### config.mk
export PLATFORM = sky130hd
export DESIGN_NAME = layer_sequencer
export DESIGN_NICKNAME = d
export VERILOG_FILES = /design/src/rtl/layer_sequencer_pkg.sv /design/src/rtl/layer_cfg_unpack.sv /design/src/rtl/layer_sequencer.sv
export SDC_FILE = /design/constraint.sdc
export NUM_CORES = 1
export LEC_CHECK = 0
export BUFFER_PORTS_ARGS = -buffer_cell sky130_fd_sc_hd__buf_4
export CAP_MARGIN = 5
export CORE_MARGIN = 1
export CORE_UTILIZATION = 37
export CTS_CLUSTER_DIAMETER = 50
export CTS_CLUSTER_SIZE = 24
export DETAILED_ROUTE_END_ITERATION = 16
export HOLD_SLACK_MARGIN = 0.06
export MAX_ROUTING_LAYER = met4
export RECOVER_POWER = 100
export REMOVE_ABC_BUFFERS = 1
export SLEW_MARGIN = 20
export SYNTH_ARGS = -nofsm -noshare
export SYNTH_HDL_FRONTEND = slang
export SYNTH_SLANG_ARGS = --single-unit
### constraint.sdc
create_clock -name clk -period 4.08 [get_ports clk]
set_clock_uncertainty 0.15 [all_clocks]
set_input_delay 0.816 -clock clk [delete_from_list [all_inputs] [get_ports clk]]
set_output_delay 0.816 -clock clk [all_outputs]
set_load 0.05 [all_outputs]
### src/rtl/layer_sequencer_pkg.sv
// Shared definitions for the layer sequencer: FSM encodings, layer-word field
// positions and activation-function codes.
package layer_sequencer_pkg;

  localparam int MAXC   = 4;
  localparam int WORD_W = 13;

  // Layer configuration word layout
  localparam int NEUR_MSB = 12;
  localparam int NEUR_LSB = 8;
  localparam int BIAS_BIT = 7;
  localparam int FA_MSB   = 6;
  localparam int FA_LSB   = 5;
  localparam int ENT_MSB  = 4;
  localparam int ENT_LSB  = 0;

  localparam logic [1:0] FA_LINEAR  = 2'd0;
  localparam logic [1:0] FA_RELU    = 2'd1;
  localparam logic [1:0] FA_SIGMOID = 2'd2;
  localparam logic [1:0] FA_TANH    = 2'd3;

  // NEXT is the one-cycle layer-entry step: it skips empty layers and
  // detects the end of the layer list.
  localparam logic [2:0] S_IDLE = 3'd0;
  localparam logic [2:0] S_LOAD = 3'd1;
  localparam logic [2:0] S_MAC  = 3'd2;
  localparam logic [2:0] S_BIAS = 3'd3;
  localparam logic [2:0] S_ACT  = 3'd4;
  localparam logic [2:0] S_NEXT = 3'd5;
  localparam logic [2:0] S_FIM  = 3'd6;

endpackage

### src/rtl/layer_cfg_unpack.sv
// Splits one 13-bit layer configuration word into its fields.
module layer_cfg_unpack
  import layer_sequencer_pkg::*;
(
  input  logic [WORD_W-1:0] word,
  output logic [4:0]        ent,
  output logic [4:0]        neur,
  output logic              bias,
  output logic [1:0]        fa
);

  assign ent  = word[ENT_MSB:ENT_LSB];
  assign neur = word[NEUR_MSB:NEUR_LSB];
  assign bias = word[BIAS_BIT];
  assign fa   = word[FA_MSB:FA_LSB];

endmodule

### src/rtl/layer_sequencer.sv
// Walks every layer/neuron/input of the latched configuration and emits a
// registered MAC/bias/activation strobe stream, stalling on iPronto=0.
module layer_sequencer #(
  parameter int AW   = 10,
  parameter int MAXC = layer_sequencer_pkg::MAXC
) (
  input  logic                clk,
  input  logic                rst,
  input  logic [13*MAXC-1:0]  iDados,
  input  logic                iOK,
  input  logic [2:0]          iQtdCamadas,
  input  logic                iPronto,
  output logic [AW-1:0]       oEndPeso,
  output logic [4:0]          oIdxEntrada,
  output logic [4:0]          oIdxNeuronio,
  output logic [1:0]          oCamada,
  output logic                oMacEn,
  output logic                oMacClr,
  output logic                oBiasEn,
  output logic                oNeurFim,
  output logic [1:0]          oFA,
  output logic                oOcupado,
  output logic                oFim
);
  import layer_sequencer_pkg::*;

  logic [2:0]        state;
  logic [2:0]        layer;
  logic [2:0]        qtd;
  logic [4:0]        neur;
  logic [4:0]        inp;
  logic [AW-1:0]     addr;
  logic [WORD_W-1:0] cfg_q [MAXC];

  logic [WORD_W-1:0] cur_word;
  logic [4:0]        c_ent;
  logic [4:0]        c_neur;
  logic              c_bias;
  logic [1:0]        c_fa;
  logic [2:0]        qtd_eff;
  logic              skip;
  logic [2:0]        enter_state;

  // In LOAD the words are not latched yet, so layer 0 is decoded straight
  // from the input bus; afterwards the latched copy is used.
  always_comb begin
    // NOTE: every always_comb output gets a default first so no path leaves
    // it unassigned, which would otherwise infer a latch.
    cur_word = '0;
    if (state == S_LOAD) begin
      cur_word = iDados[WORD_W-1:0];
    end else begin
      for (int k = 0; k < MAXC; k++)
        if (layer == 3'(k)) cur_word = cfg_q[k];
    end
  end

  layer_cfg_unpack u_unpack (
    .word (cur_word),
    .ent  (c_ent),
    .neur (c_neur),
    .bias (c_bias),
    .fa   (c_fa)
  );

  always_comb begin
    qtd_eff = qtd;
    if (state == S_LOAD)
      qtd_eff = (iQtdCamadas > 3'(MAXC)) ? 3'(MAXC) : iQtdCamadas;
  end

  assign skip = (c_neur == 5'd0) || ((c_ent == 5'd0) && !c_bias);

  // Where to go when entering the layer indexed by 'layer'
  always_comb begin
    enter_state = S_MAC;
    if (layer >= qtd_eff)    enter_state = S_FIM;
    else if (skip)           enter_state = S_NEXT;
    else if (c_ent == 5'd0)  enter_state = S_BIAS;
  end

  // NOTE: the configuration array is plain storage written only in LOAD and
  // never read before that, so it carries no reset.
  always_ff @(posedge clk) begin
    if (state == S_LOAD)
      for (int k = 0; k < MAXC; k++) cfg_q[k] <= iDados[k*WORD_W +: WORD_W];
  end

  // NOTE: all state and output registers use non-blocking assignments so
  // every branch reads the pre-edge values of the counters.
  always_ff @(posedge clk) begin
    if (rst) begin
      state        <= S_IDLE;
      layer        <= '0;
      qtd          <= '0;
      neur         <= '0;
      inp          <= '0;
      addr         <= '0;
      oEndPeso     <= '0;
      oIdxEntrada  <= '0;
      oIdxNeuronio <= '0;
      oCamada      <= '0;
      oMacEn       <= 1'b0;
      oMacClr      <= 1'b0;
      oBiasEn      <= 1'b0;
      oNeurFim     <= 1'b0;
      oFA          <= '0;
      oOcupado     <= 1'b0;
      oFim         <= 1'b0;
    end else if (iPronto) begin
      // Outputs show the term produced at this edge; a stall freezes it.
      oMacEn   <= 1'b0;
      oMacClr  <= 1'b0;
      oBiasEn  <= 1'b0;
      oNeurFim <= 1'b0;
      oFA      <= '0;
      oOcupado <= 1'b0;
      oFim     <= 1'b0;
      case (state)
        S_IDLE: begin
          if (iOK) begin
            state        <= S_LOAD;
            layer        <= '0;
            neur         <= '0;
            inp          <= '0;
            addr         <= '0;
            oEndPeso     <= '0;
            oIdxEntrada  <= '0;
            oIdxNeuronio <= '0;
            oCamada      <= '0;
          end
        end
        S_LOAD, S_NEXT: begin
          oOcupado <= 1'b1;
          state    <= enter_state;
          if (state == S_LOAD) qtd <= qtd_eff;
          if (enter_state == S_NEXT)     layer   <= layer + 3'd1;
          else if (enter_state != S_FIM) oCamada <= layer[1:0];
        end
        S_MAC: begin
          oMacEn       <= 1'b1;
          oMacClr      <= (inp == 5'd0);
          oEndPeso     <= addr;
          oIdxEntrada  <= inp;
          oIdxNeuronio <= neur;
          oCamada      <= layer[1:0];
          oOcupado     <= 1'b1;
          addr         <= addr + 1'b1;
          if (inp == c_ent - 5'd1) begin
            inp   <= '0;
            state <= c_bias ? S_BIAS : S_ACT;
          end else begin
            inp <= inp + 5'd1;
          end
        end
        S_BIAS: begin
          oMacEn       <= 1'b1;
          oBiasEn      <= 1'b1;
          oMacClr      <= (c_ent == 5'd0);
          oEndPeso     <= addr;
          oIdxEntrada  <= inp;
          oIdxNeuronio <= neur;
          oCamada      <= layer[1:0];
          oOcupado     <= 1'b1;
          addr         <= addr + 1'b1;
          state        <= S_ACT;
        end
        S_ACT: begin
          oNeurFim     <= 1'b1;
          oFA          <= c_fa;
          oIdxNeuronio <= neur;
          oCamada      <= layer[1:0];
          oOcupado     <= 1'b1;
          if (neur == c_neur - 5'd1) begin
            neur  <= '0;
            layer <= layer + 3'd1;
            state <= S_NEXT;
          end else begin
            neur  <= neur + 5'd1;
            state <= (c_ent == 5'd0) ? S_BIAS : S_MAC;
          end
        end
        S_FIM: begin
          oFim <= 1'b1;
          if (!iOK) state <= S_IDLE;
        end
        default: state <= S_IDLE;
      endcase
    end
  end

endmodule

Word-level counts from Yosys, hierarchy flattened
Memory sizes are Yosys's and may differ from the RTL's.
Cells that the tools add are included.
W data, S select, Z words.
{"block": "classes", "add_sub_neg": 6, "order_cmp": 2, "n_eq_ne": 20, "muxes": 43, "reduce_logical": 26}
{"op": "$mux W13", "n": 5}
{"op": "$pmux W10 S2", "n": 2}
{"op": "$pmux W5 S2", "n": 4}
{"op": "$mux W3", "n": 12}
{"op": "$pmux W3 S6", "n": 1}
{"op": "$logic_not A5 Y1", "n": 3}
{"op": "$mux W5", "n": 3}
{"op": "$reduce_and A3 Y1", "n": 5}
{"op": "$ne A2 B2 Y1 const B", "n": 7}
{"op": "$eq A3 B2 Y1 const B", "n": 4}
{"op": "$eq A3 B3 Y1 const B", "n": 4}
{"op": "$add A10 B1 Y10 const B", "n": 1}
{"op": "$add A5 B1 Y5 const B", "n": 2}
{"op": "$eq A5 B5 Y1", "n": 2}
{"op": "$mux W10", "n": 1}
{"op": "$reduce_and A5 Y1", "n": 2}
{"op": "$sub A5 B1 Y5 const B", "n": 2}
{"op": "$pmux W3 S3", "n": 1}
{"op": "$mux W1", "n": 8}
{"op": "$mux W2", "n": 4}
{"op": "$reduce_bool A2 Y1", "n": 4}
{"op": "$eq A3 B1 Y1 const B", "n": 2}
{"op": "$logic_not A3 Y1", "n": 2}
{"op": "$pmux W2 S3", "n": 1}
{"op": "13 further kinds", "n": 15}
{"block": "word_totals", "reg_bits": 59, "ram_bits": 52, "input_bits": 59, "output_inout_bits": 30, "wordCells": 115, "mem_count": 1}
{"memory": "cfg_q", "words": 4, "width": 13, "rd": 4, "rd_clocked_by_memory_dff": 0, "wr": 4, "line_no": "layer_sequencer.sv:33", "rtl": "logic [WORD_W-1:0] cfg_q [MAXC];"}

Depth between registers and ports, before layout
{"block": "depth", "ltp_word": 15, "mapped_depth": 18, "depth_no_buf": 16}

By module
A second synthesis with hierarchy kept.
{"block": "unflattened", "hier_cells": 518, "hier_area_um2": 5146.2}
{"mod": "layer_sequencer", "n_inst": 1, "cells_per_inst": 505, "area_per_inst_um2": 5048.6, "seq_area_each_um2": 2742.6}
{"mod": "layer_cfg_unpack", "n_inst": 1, "cells_per_inst": 13, "area_per_inst_um2": 97.6, "seq_area_each_um2": 0.0}

Worst setup path after synthesis
OpenSTA, ideal clock, no wires.
{"block": "synth_path", "kind": "register to register", "from": "register layer[0]", "to": "register layer[0]", "setup_time_ps": 116, "arrival_ps": 3162, "required_ps": 3814, "path_slack_ps": 651, "stages_incl_launch_ff": 19, "path_buffers": 2, "synth_period_minus_slack_ps": 3429, "path_cell_list": "dfxtp_1 > inv_1 > ha_1 > buf_2 > buf_1 > a21oi_1 > o21ai_0 > a32oi_1 > nand2_1 > o21ai_0 > ha_1 > inv_1 > a311oi_2 > nand3_1 > o22ai_1 > nand2_1 > a211oi_2 > a211oi_2 > a41o_1"}
{"block": "synth_between", "elab_chain_cells": 14, "elab_cells_between_ends": 28, "cone_classes": "add/sub (2); order compare (1); eq/ne (7); mux (11); reduce/logical (7)"}
{"element": "start, declared", "line_no": "layer_sequencer.sv:28", "rtl": "logic [2:0] layer;"}
{"element": "start signal, assigned", "line_no": "layer_sequencer.sv:137", "rtl": "if (enter_state == S_NEXT) layer <= layer + 3'd1;"}
{"element": "start signal, assigned", "line_no": "layer_sequencer.sv:176", "rtl": "layer <= layer + 3'd1;"}
{"element": "parallel branches: the longest is 14 deep, another holds $sub A5 B1 Y5"}
Several ways; the timed one is not identified. The select of a mux whose other input is x is not followed.
A chain may end at the register's enable or synchronous reset.

Worst setup path after layout
{"block": "layout_path", "from": "register layer[1]", "to": "register layer[0]"}
{"block": "layout_between", "elab_chain_cells": 14, "elab_cells_between_ends": 24, "cone_classes": "add/sub (1); order compare (1); eq/ne (7); mux (8); reduce/logical (7)"}
{"element": "parallel branches: the longest is 13 deep, another holds $sub A5 B1 Y5"}
{"element": "$reduce_and A5 Y1 (no source line) *"}
Mark *: on every way between the ends.

==> results.md <==
- Run status: complete, but fails checks
- Failing checks: capacitance limit, slew limit
- Vias in the first global route: 4268
- Multiplexer fraction of the synthesized cell area: 0.00759
- Cell repeated most along the worst path: ha_1
- R2r startpoint: layer[1]$_SDFFE_PP0P_
- Largest net degree at the start of global routing: 50
- Share of post-route cells with drive strength above 1: 0.149
- Arrival time of the worst setup path: 3.83 ns
- Post-synth design cell area: 0.00528 mm²
- Cell chosen for the clock root: clkbuf_16
- Antenna violations before repair: 0
- CP cell instances: ha_1 -> ha_1 -> buf_4 -> nor2_1 -> a32oi_1 -> nand2_1 -> o21ai_0 -> ha_1 -> inv_1 -> a311oi_2 -> nand3_1 -> o22ai_1 -> nand2_1 -> a211oi_4 -> a211oi_1 -> a41o_1
- Mean area per synthesized cell: 9.79 µm²
- Leading register cell type out of synthesis: dfxtp_1
- Count of antenna diodes in the layout: 0
- Fraction of power spent switching nets: 0.270
- Cell area power density: 425 mW/mm²
- Global-route wire length before repair: 20.9 mm
- Wire length per cell after detailed routing: 16.0 µm
- Floorplan die area: 0.0147 mm²
- Path class of the lowest-slack min-delay path: flip-flop to flip-flop
- Number of fillers in the final layout: 1384
- Slowest Stage Delay on Critical Path: 0.42 ns
- Post-detailed-routing wire length: 12.9 mm
- # port buffers: 88
- Cell with the largest stage delay on the worst path: dfxtp_1
- Number of maximum-capacitance violations: 1
- Number of rows created at floorplan: 43
- CTS tree: built
- Layout area overhead: 19.2%
- Instance count along the most critical hold path: 2
- Start-to-end type of the worst setup path: flip-flop to flip-flop
- Critical R2R Capture: layer[0]$_SDFFE_PP0P_
- Register clock-pin slew on the reported worst setup and hold paths: 0.07 ns
- CTS Buffer Depth: 2
- Top delay family on crit path: compound AO/OA/AOI/OAI gates
- Worst relative slew slack: -0.239
- Worst Max-Slew Pin Slew: 1.84 ns
- R2r worst-path depth: 16
- Peak clock frequency supported by timing: 268 MHz
- Combinational share of power: 0.171
- CP Launch Type: flip-flop
- Cell taking the most area after synthesis: edfxtp_1
- Clock group share of total power: 0.360
- Sinks on the clock net: 111
- 1st-pass router iterations: 4
- Net switching power figure: 723 µW
- Top cell type's share of synthesized area: 0.296
- Final period demand of the worst path: 3.73 ns
- Combinational family with the most area after synthesis: simple AND/OR/NAND/NOR gates
- Terminating pin of the worst hold path: oIdxNeuronio[0]$_SDFFE_PP0P_
- Post-synthesis sequential area ratio: 0.520
- Leakage: 2.28 nW
- Part of the cycle the worst path needs: 0.914
- Max-slew violation total from the final report: 9
- Share of flip-flops with an asynchronous set or reset: 0
- Flops & latches, synth: 111
- Compound-Gate Fraction of Synth Area: 0.172
- Adder-cell share of the synthesized area: 0.0332
- Final hold violation count: 0
- Remaining global-route overflow: 0
- DRC marker count from the first detailed-route iteration: 225
- Final GP Congestion: 0.855
- Clock H-tree levels: 3
- Starting utilization of the core area: 0.380
- Reg power frac: 0.469
- Final Hold Slack: 0.306 ns
- Cells taking the most area after synthesis: edfxtp_1 30%, dfxtp_1 22%, nand2_1 5.0%
- Endpoint class of the critical path: flip-flop
- Clk Latency, worst-skew pair: 0.36 ns
- Cell count after synthesis: 539
- Count of endpoints failing setup in the final report: 0
- Yosys Warn Count: 0
- Worst Hold Launch: oIdxNeuronio[0]$_SDFFE_PP0P_
- Die X: 121 µm
- Post-synthesis xor/xnor area fraction: 0.0415
- Count of cell types in the netlist: 68
- Final instance area: 0.00629 mm²
- Final #Nets: 698
- Storage cell area: 0.00274 mm²
- Antenna viol nets, final: 0
- Hold buffer count at CTS: 0
- Cell with the most instances after synthesis: nand2_1
- Die height: 121 µm
- Max FO, Critical Path: 12
- Area of combinational cells with multiple inputs: 0.00233 mm²
- Area of the placeable core: 0.0139 mm²
- Clock buffers created by TritonCTS: 9
- Aggregate global-route resource usage: 0.189
- Total cell area at the placement stage: 0.00615 mm²
- Count of unresolved DRC violations after routing: 0
- I/O pins: 89
- Post-detailed-placement half-perimeter wirelength: 9.38 mm
- Crit path buffers/inverters: 2
- Count of flip-flops with a built-in enable after synthesis: 52
- VDD IR-drop max: 233 µV
- Basic-gate share of the synthesized area counting and, or, nand and nor cells: 0.190
- Internal Pwr Total: 1.95 mW
- Vias/cell: 5.23
- Unrepaired setup endpoints after global routing: no
- Synth cell count leaders: 70 x nand2_1, 59 x dfxtp_1, 55 x nor2_1, 52 x edfxtp_1, 41 x a21oi_1
- Reg2Reg Setup Slack: 0.35 ns
- Total number of vias: 4239
- Required time of the critical path: 4.18 ns
## worst reg2reg max path, cell delays in order (launching register included)
cell,delay (ns)
dfxtp_1,0.42
ha_1,0.19
ha_1,0.30
buf_4,0.25
nor2_1,0.12
a32oi_1,0.26
nand2_1,0.08
o21ai_0,0.09
ha_1,0.22
inv_1,0.06
a311oi_2,0.23
nand3_1,0.21
o22ai_1,0.17
nand2_1,0.14
a211oi_4,0.38
a211oi_1,0.13
a41o_1,0.23
## cell usage in the layout (no fill, tap or decap), types with 3 or more instances in the layout
master,netlist,final
clkbuf_1,16,46
dfxtp_1,59,59
and2_1,4,3
buf_4,2,17
nor2_2,4,4
nor3b_1,5,5
o211ai_1,5,5
and3_1,7,7
a22oi_1,17,17
nand4_1,6,6
mux2i_1,4,4
nand3_1,24,24
nor2_1,55,55
a32oi_1,4,4
xnor2_1,10,10
o21ai_0,24,25
o21a_1,4,4
inv_1,13,13
clkbuf_16,0,9
xor2_1,15,15
edfxtp_1,52,52
nor2b_1,8,8
ha_1,14,13
nor3_1,7,7
nor4_1,3,3
o31a_1,3,3
nand2b_1,8,8
nand2_1,70,70
a21oi_1,41,42
clkbuf_4,0,41
## through the flow
step	util	setup WS [ns]	TNS (ns)	total power, mW	cells
final	0.453	0.350	0	2.67	810
after global routing	0.453	0.0469	0	2.79	810
after CTS	0.467	0.208	0	2.72	810
after detailed placement	0.443	0.255	0	1.75	794
after global placement	0.443	0.400	0	1.75	794
after floorplan	-	-0.0774	-0.0774	1.59	510
## power groups by stage
| stage | sequential, mW | combinational, mW | clock [mW] |
|---|---|---|---|
| 2_1_floorplan | 1.29 | 0.298 | 0 |
| 3_3_place_gp | 1.28 | 0.465 | 0 |
| 3_5_place_dp | 1.28 | 0.475 | 0 |
| 4_1_cts | 1.25 | 0.478 | 0.986 |
| 5_1_grt | 1.26 | 0.508 | 1.02 |
| 6_report | 1.25 | 0.457 | 0.963 |
## layer usage
metal	up-vias	GRT usage	routed length [µm]
met5	-	-	0
met4	0	0.0625	194
met3	15	0.0409	529
met2	86	0.314	6360
met1	2034	0.227	5850
li1	2104	-	-
## cell families after synthesis
group	after synthesis
AOI/OAI and AO/OA	129
xor gates and xnor gates	25
adders and majority gates	14
buffers and inverters	44
DFF	111
muxes	4
and+or+nand+nor	212
## worst max path at each step
stage	from	to	slack, ns	cells after the start
after floorplan	state[1]$_SDFFE_PP0P_	state[1]$_SDFFE_PP0P_	-0.08	12
after global placement	layer[1]$_SDFFE_PP0P_	state[1]$_SDFFE_PP0P_	0.40	14
after detailed placement	layer[0]$_SDFFE_PP0P_	layer[0]$_SDFFE_PP0P_	0.25	16
after CTS	layer[0]$_SDFFE_PP0P_	layer[0]$_SDFFE_PP0P_	0.21	16
after global routing	layer[1]$_SDFFE_PP0P_	layer[0]$_SDFFE_PP0P_	0.05	16
final	layer[1]$_SDFFE_PP0P_	layer[0]$_SDFFE_PP0P_	0.35	16
## cell type report
| type | count | share of cell area |
|---|---|---|
| Clock buffer | 9 | 0.0358 |
| Clock inverter | 7 | 0.0163 |
| Inverter | 15 | 0.00915 |
| Multi-Input combinational cell | 384 | 0.370 |
| Sequential cell | 111 | 0.436 |
| Tap cell | 180 | 0.0358 |
| Timing Repair Buffer | 104 | 0.0966 |
## sequential cells by signal, summed over array words and instances, names as in the netlist
register	flops
oIdxEntrada	5
addr	10
oFA	2
oMacClr	1
cfg_q	52
oOcupado	1
oCamada	2
oIdxNeuronio	5
qtd	3
layer	3
oEndPeso	10
state	3
oBiasEn	1
neur	5
oNeurFim	1
inp	5
oMacEn	1
oFim	1
## timing repair
action | CTS | global route
resized for setup | 0 | 3
setup buffers | 0 | 0
setup endpoints to repair | 0 | 3
(Power assumes the default switching activity.)
